### config.mk
export PLATFORM = sky130hd
export DESIGN_NAME = uart_tx_arbiter
export DESIGN_NICKNAME = d
export VERILOG_FILES = /design/src/rtl/uart_arb_pkg.sv /design/src/rtl/uart_tx_arbiter_rr_pick.sv /design/src/rtl/uart_tx_arbiter.sv
export SDC_FILE = /design/constraint.sdc
export NUM_CORES = 1
export LEC_CHECK = 0
export CORE_UTILIZATION = 38
export CTS_CLUSTER_SIZE = 8
export DETAILED_ROUTE_END_ITERATION = 16
export GPL_TIMING_DRIVEN = 0
export PLACE_DENSITY_LB_ADDON = 0.12
export SYNTH_ARGS = -nofsm -noshare
export SYNTH_HDL_FRONTEND = slang
export SYNTH_SLANG_ARGS = --single-unit
export TNS_END_PERCENT = 30
### constraint.sdc
create_clock -name clk -period 1.7 [get_ports clk]
set_input_delay 0.17 -clock clk [delete_from_list [all_inputs] [get_ports clk]]
set_output_delay 0.17 -clock clk [all_outputs]
set_load 0.01 [all_outputs]
### src/rtl/uart_arb_pkg.sv
`default_nettype none
// ============================================================================
// Module      : uart_arb_pkg
// Description : Shared constants for the UART transmit arbiter: FSM state
//               encoding, requester limit, grant index width and the
//               round-robin pointer wrap helper.
// Revision    : 1.0 - initial release
// ============================================================================
package uart_arb_pkg;

    // Arbiter FSM states
    localparam logic [1:0] S_ARB    = 2'd0;
    localparam logic [1:0] S_WAIT   = 2'd1;
    localparam logic [1:0] S_FIRE   = 2'd2;
    localparam logic [1:0] S_SETTLE = 2'd3;

    // Largest supported requester count and the index width it implies
    localparam int MAX_REQ = 8;
    localparam int GRANT_W = $clog2(MAX_REQ);

    // Successor of a requester index, wrapping from n-1 back to 0
    function automatic logic [GRANT_W-1:0] rr_next(input logic [GRANT_W-1:0] idx,
                                                   input int n);
        if (int'(idx) >= n - 1) begin
            return '0;
        end
        return idx + GRANT_W'(1);
    endfunction

endpackage
`default_nettype wire

### src/rtl/uart_tx_arbiter_rr_pick.sv
`default_nettype none
// ============================================================================
// Module      : rr_pick
// Description : Combinational round-robin picker. Returns the first set bit
//               of req searching upward from ptr, wrapping modulo N.
// Revision    : 1.0 - initial release
// ============================================================================
module rr_pick
    import uart_arb_pkg::*;
#(
    parameter int N = 2
) (
    input  logic [N-1:0]       req,
    input  logic [GRANT_W-1:0] ptr,
    output logic               any,
    output logic [GRANT_W-1:0] idx
);

    // Walk the N positions starting at ptr; the first requesting one wins
    always_comb begin
        any = 1'b0;
        idx = '0;
        for (int k = 0; k < N; k++) begin
            for (int j = 0; j < N; j++) begin
                if (!any && req[j] && (j == (int'(ptr) + k) % N)) begin
                    any = 1'b1;
                    idx = GRANT_W'(j);
                end
            end
        end
    end

endmodule
`default_nettype wire

### src/rtl/uart_tx_arbiter.sv
`default_nettype none
// ============================================================================
// Module      : uart_tx_arbiter
// Description : Shares one buart transmitter between N valid/ready byte
//               requesters. One byte per grant, round-robin order, honours
//               uart_busy and emits a single-cycle uart_wr strobe.
//               Optional macro UART_ARB_LOCK_EN: message lock, keeps a
//               multi-byte message (terminated by req_last) uninterleaved.
// Revision    : 1.0 - initial release
// ============================================================================
module uart_tx_arbiter
    import uart_arb_pkg::*;
#(
    parameter int N = 2
) (
    input  logic               clk,
    input  logic               resetq,
    input  logic [N-1:0]       req_valid,
    input  logic [8*N-1:0]     req_data,
    input  logic [N-1:0]       req_last,
    output logic [N-1:0]       req_ready,
    input  logic               uart_busy,
    output logic               uart_wr,
    output logic [7:0]         uart_data,
    output logic [GRANT_W-1:0] grant
);

    logic [1:0]         r_state;
    logic [GRANT_W-1:0] r_rr_ptr;
    logic [GRANT_W-1:0] r_grant;
    logic [N-1:0]       r_ready;
    logic               r_wr;
    logic [7:0]         r_data;

    logic [N-1:0]       w_req;
    logic [GRANT_W-1:0] w_ptr;
    logic               w_any;
    logic [GRANT_W-1:0] w_idx;
    logic [7:0]         w_sel_data;
    logic [N-1:0]       w_onehot;
    logic               w_ptr_adv;

`ifdef UART_ARB_LOCK_EN
    logic               r_lock;
    logic [GRANT_W-1:0] r_owner;
    logic [N-1:0]       w_owner_mask;
    logic               w_sel_last;

    // While a message is open only its owner may be granted
    always_comb begin
        w_owner_mask = '0;
        for (int i = 0; i < N; i++) begin
            w_owner_mask[i] = (r_owner == GRANT_W'(i));
        end
        w_req = r_lock ? (req_valid & w_owner_mask) : req_valid;
        w_ptr = r_lock ? r_owner : r_rr_ptr;
    end

    // End-of-message flag of the requester about to be granted
    always_comb begin
        w_sel_last = 1'b0;
        for (int i = 0; i < N; i++) begin
            if (w_idx == GRANT_W'(i)) begin
                w_sel_last = req_last[i];
            end
        end
    end

    // Fairness only moves on once a whole message has gone out
    assign w_ptr_adv = w_sel_last;

    // Open the lock on a non-final byte, release it on the final one
    always_ff @(posedge clk) begin
        if (!resetq) begin
            r_lock  <= 1'b0;
            r_owner <= '0;
        end else if (r_state == S_ARB && w_any) begin
            if (w_sel_last) begin
                r_lock <= 1'b0;
            end else begin
                r_lock  <= 1'b1;
                r_owner <= w_idx;
            end
        end
    end
`else
    logic w_unused_last;

    // Every byte is arbitrated independently; end-of-message markers are ignored
    assign w_req         = req_valid;
    assign w_ptr         = r_rr_ptr;
    assign w_ptr_adv     = 1'b1;
    assign w_unused_last = ^req_last;
`endif

    rr_pick #(
        .N   (N)
    ) u_pick (
        .req (w_req),
        .ptr (w_ptr),
        .any (w_any),
        .idx (w_idx)
    );

    // Byte and accept pulse for the picked requester
    always_comb begin
        w_sel_data = 8'h00;
        w_onehot   = '0;
        for (int i = 0; i < N; i++) begin
            if (w_idx == GRANT_W'(i)) begin
                w_sel_data  = req_data[8*i +: 8];
                w_onehot[i] = 1'b1;
            end
        end
    end

    // Grant / wait-for-UART / strobe / settle sequencer; ready and wr are pulses
    always_ff @(posedge clk) begin
        if (!resetq) begin
            r_state  <= S_ARB;
            r_rr_ptr <= '0;
            r_grant  <= '0;
            r_ready  <= '0;
            r_wr     <= 1'b0;
            r_data   <= 8'h00;
        end else begin
            r_ready <= '0;
            r_wr    <= 1'b0;
            case (r_state)
                S_ARB: begin
                    if (w_any) begin
                        r_data  <= w_sel_data;
                        r_ready <= w_onehot;
                        r_grant <= w_idx;
                        if (w_ptr_adv) begin
                            r_rr_ptr <= rr_next(w_idx, N);
                        end
                        r_state <= S_WAIT;
                    end
                end
                S_WAIT: begin
                    if (!uart_busy) begin
                        r_wr    <= 1'b1;
                        r_state <= S_FIRE;
                    end
                end
                // One idle cycle so buart can raise busy before we look again
                S_FIRE:   r_state <= S_SETTLE;
                S_SETTLE: r_state <= S_ARB;
                default:  r_state <= S_ARB;
            endcase
        end
    end

    assign req_ready = r_ready;
    assign uart_wr   = r_wr;
    assign uart_data = r_data;
    assign grant     = r_grant;

endmodule
`default_nettype wire

==> results.md, run 1 <==
- Critical path cell sequence: clkdlybuf4s50_1
- Syn Area/Cell: 8.88 µm²
- Share of layout cells above drive strength 1: 11.1%
- Buf+Inv Stages, Crit Path: 1
- Routability cong.: around 0.7
- Finished Cell Area: 0.00109 mm²
- Die width: 45.2 µm
- Via count: between 700 and 800
- PwrDens: roughly 1300 mW/mm²
- CP startpoint kind: register
- Met3 GRT Util: around 6.4%
- Diode count: 0
- Worst vdd ir: 0.000950 V
- Core area: 0.00175 mm²
- Syn Inst Count: 80
- Post-Layout Cell Count: ~140
- PortBufs: 32
- Syn. warnings: 0
- Seq/Total Area, Yosys: between 40% and 50%
- DR WL/cell: approximately 12 µm
- Fmax: about 0.76 GHz
- Worst min-delay path class: in2reg
- Syn Std Cell Area: 711 µm²
- Clock Skews: slightly below 0.01 ns
- TritonCTS Buffers: 3
- DRT iter0 DRCs: 9
- DP HPWL: between 1000 and 1500 µm
- CTS tree: built
- Setup bufs post-CTS: 0
- Worst path slowest cell: clkdlybuf4s50_1
- Antenna Nets Post-Route: 0
- Crit Path Category: reg2out
- Largest net degree at the start of global routing: 11
- Clock-pin transition on the worst setup and hold timing paths: ~0.090 ns
- Max Cap Violations: 0
- Antenna violations before repair: 0
- Row count: 15
- Clock Tree Root: clkbuf_4
- Met2 Usage GRT: between 20 and 30%
- RSZ-0062 raised after global routing: no
- Min Tclk post-route: between 1 and 1.5 ns
- Post-cts hold buffer count: 0
- Final WL: approximately 1700 µm
- First-pass detailed-route iteration total: 4
- Starting Density: ~40%
- First-pass GRT wire length: around 2500 µm
- Cell family with most CP delay: buffers and inverters
- Final setup violation count: 0
- Cells after DPL: about 140
- Crit path max fanout: 2
- Worst setup EP type: output pin
- Die area: 0.00205 mm²
- Req. time, crit path: 1.53 ns
- Worst-Skew Late Latency: roughly 0.28 ns
- Final Slew Violations: 0
- Max incr delay on CP: 0.53 ns
- # resized after CTS: 0
- Pleak: about 0.44 nW
- Busiest grt layer: met2
- DRC: 0
- Status: complete, no violations
- Max Root-Sink Buffers: 2
- Layout net count: around 150
- #FFs+latches synth: 15
- Post-DR vias/cell: 5.12
- Vias in the first global route: 584
- Htree depth: 1
- Area grow syn2layout: 53.9%
- Io pins: 37
- Tcrit/Tclk final: between 70% and 80%
- Chip Height: 45.2 µm
- Dpl ws: 0.302 ns
- WP data arrival: around 1.2 ns
- Worst Slack Setup Final: between 0.3 and 0.4 ns
- GR Util met1: approximately 21%
- Clock sinks: 15
- Netlist cell types: 22
- Total congestion overflow: 0
- Post-DP Area: ~0.0011 mm²
- Post-Route Hold Slack: 0.469 ns
- All-Layer GR Usage: between 10% and 20%
- Final hold violation count: 0
- Final setup TNS: 0 ns
-- synthesized netlist by cell type --
library cell | instances | share of area, %
o21ai_0 | 17 | 12
dfxtp_1 | 15 | 42
nand3_1 | 9 | 6.3
a31oi_1 | 8 | 7.0
ha_1 | 4 | 7.0
nand2_1 | 4 | 2.1
buf_2 | 3 | 2.1
inv_1 | 3 | 1.6
buf_4 | 2 | 2.1
mux2i_1 | 2 | 2.8
nand2b_1 | 2 | 1.8
a21boi_0 | 1 | 1.1
a21oi_1 | 1 | 0.70
a22oi_1 | 1 | 1.1
and2b_2 | 1 | 1.2
and3b_1 | 1 | 1.2
buf_6 | 1 | 1.6
conb_1 | 1 | 0.53
nor2_1 | 1 | 0.53
nor3_2 | 1 | 1.4
o211a_1 | 1 | 1.4
o21a_4 | 1 | 2.1
-- flip-flops by register name, summed over array words and instances, names as in the netlist --
register   flops
uart_data      8
r_state        2
req_ready      2
grant          1
r_rr_ptr       1
uart_wr        1
-- path summary, 6_finish.rpt --
kind / from / end / slack [ns] / cells past startpoint
min reg2reg: grant[0] / grant[0] / 0.49 / 2
max reg2reg: r_state[0] / r_rr_ptr[0] / 0.39 / 5
max: uart_data[7] / uart_data[7] / 0.38 / 1
min: req_data[6] / uart_data[6] / 0.47 / 3
-- per-layer routing --
layer	routed length, µm	share of wire, %
met3	105	6.3
met1	779	46
met4	12	0.72
met5	0	0
met2	778	46
-- cells by family after synthesis --
| group | count (synthesis) | synth area share, % |
|---|---|---|
| DFF | 15 | 42.3 |
| muxes | 2 | 2.82 |
| adders and majority gates | 4 | 7.04 |
| and+or+nand+nor | 19 | 14.6 |
| buffers and inverters | 9 | 7.39 |
| AOI/OAI and AO/OA | 30 | 25.4 |
| other | 1 | 0.528 |
-- cell usage in the layout, fill, tap and decap left out, drive strengths merged, types with 2 or more instances in the layout --
cell type / n
dfxtp: 15
nand2: 4
buf: 6
clkdlybuf4s50: 32
mux2i: 2
a31oi: 8
nand3: 9
ha: 4
o21ai: 17
conb: 2
inv: 3
clkbuf: 3
nand2b: 2
-- per-stage QoR --
stage | util (%) | power (mW)
CTS | 62.7 | 1.45
floorplan | - | 0.942
detailed placement | 61.1 | 1.26
finish | 62.7 | 1.44
global placement | 61.1 | 1.24
global route | 62.7 | 1.55
-- cell type report --
cell class / instances / area (µm²)
well taps: 25 / 31.3
clock inverters: 1 / 5.00
clock buffers: 3 / 22.5
flip-flops and latches: 15 / 300
inverters: 3 / 11.3
multi-input cells: 57 / 362
repair buffers: 32 / 320
plain buffers: 6 / 41.3
fillers: 165 / 652
-- power by group --
group / internal, mW / total (mW) / switching, mW
sequential: 0.477 / 0.535 / 0.0583
combinational: 0.377 / 0.708 / 0.331
clock: 0.0872 / 0.195 / 0.108
No activity file was read; power rests on OpenSTA's default activity.
==> run 2, diff against run 1 <==
--- a/config.mk
+++ b/config.mk
@@ -5,7 +5,7 @@
 export SDC_FILE = /design/constraint.sdc
 export NUM_CORES = 1
 export LEC_CHECK = 0
-export CORE_UTILIZATION = 38
+export CORE_UTILIZATION = 34
 export CTS_CLUSTER_SIZE = 8
 export DETAILED_ROUTE_END_ITERATION = 16
 export GPL_TIMING_DRIVEN = 0
==> constraint.sdc (replaced) <==
create_clock -name clk -period 1.1 [get_ports clk]
set_input_delay 0.11 -clock clk [delete_from_list [all_inputs] [get_ports clk]]
set_output_delay 0.11 -clock clk [all_outputs]
set_load 0.01 [all_outputs]
==> run 2 against run 1 <==
Effect of this change: the flow now finishes with violations (negative setup slack); non-clock buffer count is 3 higher; worst setup slack worse by 0.45 ns; register-to-register slack worse by 0.46 ns; worst hold slack got worse by 0.065 ns.
==> results.md, run 2 (synthesis gave the netlist of run 1 again) <==
- Antenna Nets Post-Route: 0 (unchanged)
- Post-DR vias/cell: 5.09 (-0.49%)
- Final Slew Violations: 0 (unchanged)
- Final Total Pwr: 2.50 mW (+74%)
- Clock-pin transition on the worst setup and hold timing paths: 0.09 ns (about the same)
- Tcrit/Tclk final: 107%
- Worst path slowest cell: dfxtp_2
- CP startpoint kind: register
- Logic pwr share: 53.1% (+3.9 points)
- Layout Utilization: 59.6% (-3.1 points)
- Cell family with most CP delay: flip-flops
- Min Tclk post-route: about 1.2 ns
- Clock Tree Root: clkbuf_4
- Buf+Inv Stages, Crit Path: 2 (+1)
- Internal power: 1.60 mW (+70%)
- PwrDens: 2140 mW/mm² (+63%)
- RSZ-0062 raised after global routing: yes
- Max incr delay on CP: 0.36 ns (-0.17 ns)
- Share of layout cells above drive strength 1: 20.7% (+9.6 points)
- Layout net count: 149 (+2.8%)
- Status: finished, violations left
- Routability cong.: 0.661 (-8.3%)
- Starting Density: 36.2% (-4.5 points)
- Fmax: about 0.85 GHz
- Clock Skews: 0.00379 ns (-0.00586 ns)
- Worst setup EP type: register
- PortBufs: 32 (unchanged)
- Worst Slack Setup Final: -0.0727 ns (-0.450 ns)
- Worst-Skew Late Latency: 0.28 ns (about the same)
- Clock sinks: 15 (unchanged)
- Sw Pwr: 0.899 mW (+81%)
- Io pins: 37 (unchanged)
- Post-Route Hold Slack: 0.404 ns (-0.0650 ns)
- Max Cap Violations: 0 (unchanged)
- Switch share: 36.0% (+1.4 points)
- Most frequent cells in the layout: 20 x clkdlybuf4s50_1, 17 x o21ai_0, 13 x dfxtp_1, 12 x dlygate4sd2_1, 9 x nand3_1
- Core area: 0.00196 mm² (+12%)
- TritonCTS Buffers: 3 (unchanged)
- Crit path max fanout: 6 (+4)
- Die width: 47.7 µm (+5.5%)
- All-Layer GR Usage: 16.7% (-0.46 points)
- Diode count: 0 (unchanged)
- Critical path cell sequence: inv_2 > ha_4 > o21a_4 > buf_8 > o211a_1
- Final setup TNS: -0.168 ns (-0.168 ns)
- Vias in the first global route: 600 (+2.7%)
- Filler instances: 214 (+30%)
- DRC: 0 (unchanged)
- Final hold violation count: 0 (unchanged)
- DR WL/cell: 13.3 µm (+13%)
- Dpl ws: -0.235 ns (-0.537 ns)
- Most common cell after layout, fill and taps aside: clkdlybuf4s50_1
- Largest register FFs: 8 (unchanged)
- Largest net degree at the start of global routing: 11 (unchanged)
- Max Root-Sink Buffers: 2 (unchanged)
- Total congestion overflow: 0 (unchanged)
- Chip Height: 47.7 µm (+5.5%)
- Failing checks: negative setup slack
- Req. time, crit path: 1.28 ns (-0.25 ns)
- First-pass GRT wire length: 2690 µm (+7.2%)
- DRT iter0 DRCs: 12 (+3)
- Die area: 0.00228 mm² (+11%)
- Via count: 754 (+3.7%)
- Crit Path Category: reg2reg
- CTS tree: built
- Clock network fraction of total power: 12.7% (-0.9 points)
- Area grow syn2layout: 64.4%
- Final setup violation count: 6 (+6)
- Pleak: 0.510 nW (+16%)
- Htree depth: 1 (unchanged)
- Antenna violations before repair: 0 (unchanged)
- Row count: 16 (+1)
- WP data arrival: 1.35 ns (+0.20 ns)
- Worst min-delay path class: in2reg
- Final WL: 1970 µm (+17%)
- Seq pwr share: 34.3% (-2.9 points)
- Worst vdd ir: 0.00133 V (+40%)
- First-pass detailed-route iteration total: 4 (unchanged)
- DP HPWL: 1290 µm (+2.9%)
==> run 2: cell types whose count changed in the layout (fill, tap and decap cells not counted), sizes merged <==
cell,change
clkbuf,+3
dlygate4sd2,+12
clkdlybuf4s50,-12
buf,+1
clkinv,-1
o21a,+1
==> run 2: through the flow <==
stage / area [µm²] / cells
floorplan: 729 / 81
global placement: 1080 / 140
detailed placement: 1080 / 140
CTS: 1110 / 144
global route: 1170 / 148
finish: 1170 / 148
==> run 2: metal layers <==
layer	wire length [µm]	part of all wire, %	track usage (%)	vias up
met5	0	0	0	-
met4	7	0.36	6.67	0
met3	130	6.6	3.40	2
met2	930	47	25.1	27
met1	897	46	23.2	355
li1	-	-	-	370
==> run 2: tightest hold or removal path, delay by kind of cell <==
family                 cells  cell delay (ns)
AOI/OAI and AO/OA          2             0.14
buffers and inverters      1             0.39
==> run 2: worst paths after layout <==
path | start | endpoint | slack [ns] | depth (start not counted)
setup / recovery | r_state[0] | r_rr_ptr[0] | -0.07 | 5
hold / removal | req_data[5] | uart_data[5] | 0.40 | 3
setup reg to reg | r_state[0] | r_rr_ptr[0] | -0.07 | 5
hold reg to reg | grant[0] | grant[0] | 0.47 | 2
==> run 2: final cells by class <==
cell class / count / area (µm²) / share of cell area [%]
multi-input cells: 58 / 397 / 33.9
repair buffers: 35 / 345 / 29.6
flip-flops and latches: 15 / 305 / 26.1
plain buffers: 6 / 47.5 / 4.07
well taps: 27 / 33.8 / 2.89
clock buffers: 4 / 26.3 / 2.25
inverters: 3 / 13.8 / 1.18
==> run 2: power groups by stage <==
stage                     sequential [mW]  combinational, mW  clock, mW
after floorplan                     0.917              0.595          0
after global placement              0.852               1.14          0
after detailed placement            0.857               1.16          0
after CTS                           0.839               1.10      0.323
after global routing                0.880               1.45      0.351
final                               0.856               1.33      0.316
==> run 2: timing repair <==
item                                    4_1_cts  5_1_grt
gates resized for setup                      15        6
gates cloned                                  0        2
endpoints found under the setup margin       23       14
pin swaps                                     1        2
hold buffers                                  0        0
setup buffers                                 0        2
